**config.mk**
```make
export PLATFORM = sky130hd
export DESIGN_NAME = spatz_tcdm_adapter
export DESIGN_NICKNAME = d
export VERILOG_FILES = /design/src/rtl/spatz_tcdm_adapter_pkg.sv /design/src/rtl/spatz_tcdm_adapter_fifo.sv /design/src/rtl/spatz_tcdm_adapter.sv
export SDC_FILE = /design/constraint.sdc
export NUM_CORES = 1
export LEC_CHECK = 0
export CAP_MARGIN = 20
export CORE_ASPECT_RATIO = 0.7
export CORE_MARGIN = 8
export CORE_UTILIZATION = 33
export CTS_CLUSTER_DIAMETER = 30
export DETAILED_ROUTE_END_ITERATION = 10
export GPL_ROUTABILITY_DRIVEN = 1
export PLACE_DENSITY_LB_ADDON = 0.08
export REMOVE_ABC_BUFFERS = 1
export SKIP_CTS_REPAIR_TIMING = 1
export SLEW_MARGIN = 25
export SYNTH_ARGS = -nofsm -noshare
export SYNTH_HDL_FRONTEND = slang
export SYNTH_HIERARCHICAL = 1
export SYNTH_SLANG_ARGS = --single-unit
```
**constraint.sdc**
```tcl
create_clock -name clk_i -period 3 [get_ports clk_i]
set_input_delay 0.6 -clock clk_i [delete_from_list [all_inputs] [get_ports clk_i]]
set_output_delay 0.6 -clock clk_i [all_outputs]
set_load 0.01 [all_outputs]
```
**src/rtl/spatz_tcdm_adapter_pkg.sv**
```systemverilog
// Shared types and constants for the Spatz x_mem to TCDM adapter.
package spatz_tcdm_adapter_pkg;

    localparam logic [5:0] EXC_LD_MISALIGN = 6'd4;
    localparam logic [5:0] EXC_ST_MISALIGN = 6'd6;

    typedef enum logic {
        ST_IDLE = 1'b0,
        ST_ERR  = 1'b1
    } state_e;

    // The access size is at most 8 bytes, so only the three address LSBs matter.
    function automatic logic is_aligned(input logic [2:0] addr_lsb,
                                        input logic [1:0] size,
                                        input int unsigned max_size);
        logic [2:0] mask;
        mask = 3'((4'd1 << size) - 4'd1);
        return (32'(size) <= max_size) && ((addr_lsb & mask) == 3'd0);
    endfunction

endpackage

```
**src/rtl/spatz_tcdm_adapter_fifo.sv**
```systemverilog
// Fall-through FIFO holding per-request metadata; head is visible combinationally.
module spatz_tcdm_adapter_fifo #(
    parameter int unsigned Width = 5,
    parameter int unsigned Depth = 4
) (
    input  logic             clk_i,
    input  logic             rst_ni,
    input  logic             push_i,
    input  logic [Width-1:0] data_i,
    input  logic             pop_i,
    output logic [Width-1:0] data_o,
    output logic             empty_o
);

    localparam int unsigned PtrWidth = (Depth > 1) ? $clog2(Depth) : 1;
    localparam int unsigned CntWidth = $clog2(Depth + 1);

    logic [PtrWidth-1:0] wr_ptr_reg, wr_ptr_next;
    logic [PtrWidth-1:0] rd_ptr_reg, rd_ptr_next;
    logic [CntWidth-1:0] count_reg, count_next;
    logic [Width-1:0]    mem_reg [Depth];
    logic                do_push, do_pop;

    function automatic logic [PtrWidth-1:0] ptr_inc(input logic [PtrWidth-1:0] p);
        return (p == PtrWidth'(Depth - 1)) ? '0 : p + 1'b1;
    endfunction

    // Pop is evaluated first so a full FIFO can take a push in the same cycle it pops.
    assign do_pop  = pop_i && (count_reg != '0);
    assign do_push = push_i && ((count_reg != CntWidth'(Depth)) || do_pop);

    always_comb begin
        wr_ptr_next = do_push ? ptr_inc(wr_ptr_reg) : wr_ptr_reg;
        rd_ptr_next = do_pop  ? ptr_inc(rd_ptr_reg) : rd_ptr_reg;
        count_next  = count_reg;
        if (do_push && !do_pop) begin
            count_next = count_reg + 1'b1;
        end else if (do_pop && !do_push) begin
            count_next = count_reg - 1'b1;
        end
    end

    always_ff @(posedge clk_i or negedge rst_ni) begin
        if (!rst_ni) begin
            wr_ptr_reg <= '0;
            rd_ptr_reg <= '0;
            count_reg  <= '0;
        end else begin
            wr_ptr_reg <= wr_ptr_next;
            rd_ptr_reg <= rd_ptr_next;
            count_reg  <= count_next;
        end
    end

    for (genvar gi = 0; gi < Depth; gi++) begin : g_entry
        always_ff @(posedge clk_i or negedge rst_ni) begin
            if (!rst_ni) begin
                mem_reg[gi] <= '0;
            end else if (do_push && (wr_ptr_reg == PtrWidth'(gi))) begin
                mem_reg[gi] <= data_i;
            end
        end
    end

    assign data_o  = mem_reg[rd_ptr_reg];
    assign empty_o = (count_reg == '0);

endmodule

```
**src/rtl/spatz_tcdm_adapter.sv**
```systemverilog
// Converts Spatz x_mem requests into TCDM requests and returns in-order results.
module spatz_tcdm_adapter
    import spatz_tcdm_adapter_pkg::*;
#(
    parameter int unsigned DataWidth     = 32,
    parameter int unsigned AddrWidth     = 32,
    parameter int unsigned IdWidth       = 4,
    parameter int unsigned NrOutstanding = 4
) (
    input  logic                   clk_i,
    input  logic                   rst_ni,
    input  logic                   mem_valid_i,
    output logic                   mem_ready_o,
    input  logic [AddrWidth-1:0]   mem_addr_i,
    input  logic                   mem_we_i,
    input  logic [1:0]             mem_size_i,
    input  logic [DataWidth/8-1:0] mem_be_i,
    input  logic [DataWidth-1:0]   mem_wdata_i,
    input  logic [IdWidth-1:0]     mem_id_i,
    output logic                   mem_exc_o,
    output logic [5:0]             mem_exccode_o,
    output logic                   mem_result_valid_o,
    output logic [IdWidth-1:0]     mem_result_id_o,
    output logic [DataWidth-1:0]   mem_result_rdata_o,
    output logic                   mem_result_err_o,
    output logic                   tcdm_q_valid_o,
    input  logic                   tcdm_q_ready_i,
    output logic [AddrWidth-1:0]   tcdm_q_addr_o,
    output logic                   tcdm_q_write_o,
    output logic [DataWidth/8-1:0] tcdm_q_strb_o,
    output logic [DataWidth-1:0]   tcdm_q_data_o,
    input  logic                   tcdm_p_valid_i,
    input  logic [DataWidth-1:0]   tcdm_p_data_i
);

    localparam int unsigned StrbWidth = DataWidth / 8;
    localparam int unsigned MaxSize   = $clog2(StrbWidth);
    localparam int unsigned CntWidth  = $clog2(NrOutstanding + 1);

    typedef struct packed {
        logic [AddrWidth-1:0] addr;
        logic                 write;
        logic [StrbWidth-1:0] strb;
        logic [DataWidth-1:0] data;
    } tcdm_req_t;

    typedef struct packed {
        logic                 valid;
        logic [DataWidth-1:0] data;
    } tcdm_rsp_t;

    typedef struct packed {
        logic [IdWidth-1:0] id;
        logic               we;
    } meta_t;

    state_e             state_reg, state_next;
    logic [CntWidth-1:0] cnt_reg, cnt_next;
    logic [IdWidth-1:0] err_id_reg;
    logic               aligned;
    logic               req_fire;
    logic               err_accept;
    logic               fifo_empty;
    meta_t              meta_push, meta_head;
    tcdm_req_t          tcdm_req;
    tcdm_rsp_t          tcdm_rsp;

    assign aligned       = is_aligned(mem_addr_i[2:0], mem_size_i, MaxSize);
    assign tcdm_rsp      = '{valid: tcdm_p_valid_i, data: tcdm_p_data_i};
    assign meta_push     = '{id: mem_id_i, we: mem_we_i};

    always_comb begin
        state_next         = state_reg;
        mem_ready_o        = 1'b0;
        mem_exc_o          = 1'b0;
        mem_exccode_o      = '0;
        tcdm_q_valid_o     = 1'b0;
        err_accept         = 1'b0;
        mem_result_valid_o = 1'b0;
        mem_result_id_o    = '0;
        mem_result_rdata_o = '0;
        mem_result_err_o   = 1'b0;
        unique case (state_reg)
            ST_IDLE: begin
                if (mem_valid_i) begin
                    if (aligned) begin
                        tcdm_q_valid_o = (cnt_reg < CntWidth'(NrOutstanding));
                        mem_ready_o    = tcdm_q_valid_o && tcdm_q_ready_i;
                    end else begin
                        // Waiting for the FIFO to drain keeps the error result in order.
                        mem_ready_o = fifo_empty;
                        if (fifo_empty) begin
                            err_accept    = 1'b1;
                            mem_exc_o     = 1'b1;
                            mem_exccode_o = mem_we_i ? EXC_ST_MISALIGN : EXC_LD_MISALIGN;
                            state_next    = ST_ERR;
                        end
                    end
                end
                if (tcdm_rsp.valid) begin
                    mem_result_valid_o = 1'b1;
                    mem_result_id_o    = meta_head.id;
                    mem_result_rdata_o = meta_head.we ? '0 : tcdm_rsp.data;
                end
            end
            ST_ERR: begin
                mem_result_valid_o = 1'b1;
                mem_result_id_o    = err_id_reg;
                mem_result_err_o   = 1'b1;
                state_next         = ST_IDLE;
            end
            default: state_next = ST_IDLE;
        endcase
    end

    assign req_fire = tcdm_q_valid_o && tcdm_q_ready_i;

    always_comb begin
        tcdm_req = '0;
        if (tcdm_q_valid_o) begin
            tcdm_req = '{addr: mem_addr_i, write: mem_we_i, strb: mem_be_i, data: mem_wdata_i};
        end
    end

    assign tcdm_q_addr_o  = tcdm_req.addr;
    assign tcdm_q_write_o = tcdm_req.write;
    assign tcdm_q_strb_o  = tcdm_req.strb;
    assign tcdm_q_data_o  = tcdm_req.data;

    always_comb begin
        unique case ({req_fire, tcdm_p_valid_i})
            2'b10:   cnt_next = cnt_reg + 1'b1;
            2'b01:   cnt_next = cnt_reg - 1'b1;
            default: cnt_next = cnt_reg;
        endcase
    end

    always_ff @(posedge clk_i or negedge rst_ni) begin
        if (!rst_ni) begin
            state_reg  <= ST_IDLE;
            cnt_reg    <= '0;
            err_id_reg <= '0;
        end else begin
            state_reg <= state_next;
            cnt_reg   <= cnt_next;
            if (err_accept) begin
                err_id_reg <= mem_id_i;
            end
        end
    end

    spatz_tcdm_adapter_fifo #(
        .Width ($bits(meta_t)),
        .Depth (NrOutstanding)
    ) i_meta_fifo (
        .clk_i   (clk_i),
        .rst_ni  (rst_ni),
        .push_i  (req_fire),
        .data_i  (meta_push),
        .pop_i   (tcdm_p_valid_i),
        .data_o  (meta_head),
        .empty_o (fifo_empty)
    );

    p_valid_needs_pending: assert property (
        @(posedge clk_i) disable iff (!rst_ni) tcdm_p_valid_i |-> !fifo_empty);

endmodule

```
==> qor.txt <==
Fmax -> 339 MHz
CP Max Fanout -> 13
R2R cell count -> 12
Reg2Reg Launch Point -> cnt_reg[2]
YS warnings -> 6
GPL Wtd Cong -> 0.832
outcome -> complete, no violations
max FFs per register -> 20
WL final -> 11900 µm
number of synthesized register bits -> 35
total power -> 3.00 mW
critical setup path kind -> in2out
most used cell, CP -> clkdlybuf4s50_1
Final Hold Fails -> 0
Hold Crit Depth -> 1
post-route ant nets -> 0
cells after synthesis -> 244
core area -> 7910 µm²
pin count of the biggest net entering global routing -> 55
Critical Path Source -> mem_addr_i[1]
total CTS buffers -> 5
Die Width -> 124 µm
Leakage -> 3.23 nW
Final WS setup -> 53.9 ps
ys async rst share -> 100%
worst path required time -> 2400 ps
GRT Max-Usage Layer -> met2
number of remaining DRC errors -> 0
placement row count -> 27
chip height -> 91.7 µm
Synth top area share -> 32.4%
Clk pin slew, worst setup/hold paths -> 50 ps
routing usage on met2 -> 34.5%
post-synth top area cell -> dfrtp_1
Worst path slowest cell -> clkdlybuf4s50_1
unique cell type count in the Yosys netlist -> 33
dpl ws -> -140 ps
layout net count -> 594
Skew-Pair Late Insertion Delay -> 280 ps
setup_tns -> 0 ps
final setup fails -> 0
vias per std cell -> 4.33
Tmin final -> 2950 ps
RSZ-0062 raised after global routing -> true
flop-to-flop setup slack -> 630 ps
WL/cell -> 20.7 µm
met3 usage -> 4.78%
Clock Tree Root -> clkbuf_16
Max Cap Violations -> 0
Seq/Total Area, Yosys -> 32.4%
clk_skew -> 4.73 ps
Mapped Avg Cell Area -> 11.1 µm²
diode count -> 0
top_reg_cell synth -> dfrtp_1
number of flops mapped to enable cells by yosys -> 0
slowest cell delay on critical path -> 530 ps
top area cells in the synthesized netlist -> dfrtp_1 (32%), and2_1 (20%), mux2_4 (11%)
CP arrival -> 2350 ps
pwr/cell area -> 559 nW/µm²
Post-DP HPWL -> 9760 µm
CTS tree -> yes
VDD IR-drop max -> 0.447 mV
grt met1 use -> 21.1%
worst min path class -> reg2reg
Hold Startpoint -> cnt_reg[2]
global-route wire length before repair -> 16100 µm
vias -> 2490
Cell Area, Synth -> 2700 µm²
GR Util All Layers -> 18.8%
Max Buffers Root-to-Sink -> 2
Reg-to-Reg End -> i_meta_fifo/count_reg[2]
Area Growth Syn to Fin -> 98.4%
Initial Util -> 34.2%
die area -> 11400 µm²
CP Capture Type -> output port
CP cell instances -> clkdlybuf4s50_1, nor3_4, o211a_4, buf_6, and2_4, clkdlybuf4s50_1
Commonest cells post-synth -> and2_1 (85), dfrtp_1 (35), mux2_4 (20)
antenna violations before repair -> 0
Finished Core Util -> 67.8%
initial DRC count -> 67
crit start category -> input pin
fin crit share -> 98.2%
clk sinks -> 35
DRT Pass-1 Iters -> 6
max-slew violations -> 0
number of global-route vias before repair -> 2518
port bufs -> 223
Min-Delay Endpoint -> cnt_reg[2]
Ports -> 228
H-tree depth -> 2
grt total ovfl -> 0
fraction of layout cells with a size suffix above 1 -> 18.1%
most common cell in the netlist -> and2_1
## area by class of cell
cell class / instances / area, µm²
Timing Repair Buffer: 241 / 2570
Fill cell: 605 / 2540
Multi-Input combinational cell: 186 / 1630
Sequential cell: 35 / 876
Clock buffer: 6 / 129
Tap cell: 101 / 126
Inverter: 4 / 15.0
Clock inverter: 2 / 12.5
## worst max path at each step
stage | endpoint | slack (ps) | depth (start not counted)
finish | tcdm_q_data_o[28] | 50 | 6
CTS | tcdm_q_addr_o[26] | -150 | 6
detailed placement | tcdm_q_addr_o[26] | -140 | 6
global route | tcdm_q_data_o[28] | -20 | 6
floorplan | i_meta_fifo/count_reg[2] | -270 | 11
global placement | tcdm_q_addr_o[26] | -110 | 6
## cells in the final DEF, fill, tap and decap left out, types with 2 or more instances in the layout
cell type        instances
buf_12                   2
mux2_2                  10
clkdlybuf4s50_1        164
buf_4                   13
dfrtp_1                 35
mux4_2                   5
and3_1                   4
nor2_1                   5
ha_1                     7
nand2_1                  4
dlymetal6s2s_1          59
and2_1                  85
and2_4                  18
a22o_1                   3
nor3_4                   2
conb_1                   4
fa_1                     2
mux2_4                  20
xnor2_1                  3
xor2_1                   3
clkbuf_16                6
inv_1                    4
## worst max-delay path: cells and delay by family
kind,cells,cell delay (ps)
AO/OA/AOI/OAI,1,260
buffers and inverters,3,1180
AND/OR/NAND/NOR,2,300
## power by group
part | internal (mW) | switching, mW | leakage (nW)
sequential | 0.679 | 0.163 | 0.441
combinational | 1.05 | 0.609 | 2.72
clock | 0.306 | 0.184 | 0.0669
total | 2.04 | 0.956 | 3.23
## logic make-up after synthesis
logic type | share of synthesized area [%]
DFF | 32.4
adders and majority gates | 4.72
muxes | 19.4
xor gates and xnor gates | 1.94
other | 0.139
and+or+nand+nor | 31.4
buffers and inverters | 7.82
AOI/OAI and AO/OA | 2.13
## per-layer routing
layer / routed length (µm) / part of all wire [%]
met2: 6150 / 52
met5: 0 / 0
met4: 130 / 1.1
met1: 4800 / 40
met3: 839 / 7.0
## through the flow
stage / hold slack (ps) / instances / cell area [µm²]
2_1_floorplan: 304 / 225 / 2520
3_3_place_gp: 475 / 565 / 5020
3_5_place_dp: 476 / 565 / 5020
4_1_cts: 487 / 573 / 5160
5_1_grt: 508 / 575 / 5360
6_report: 492 / 575 / 5360
Note: power is estimated with default switching activity, not from simulation.
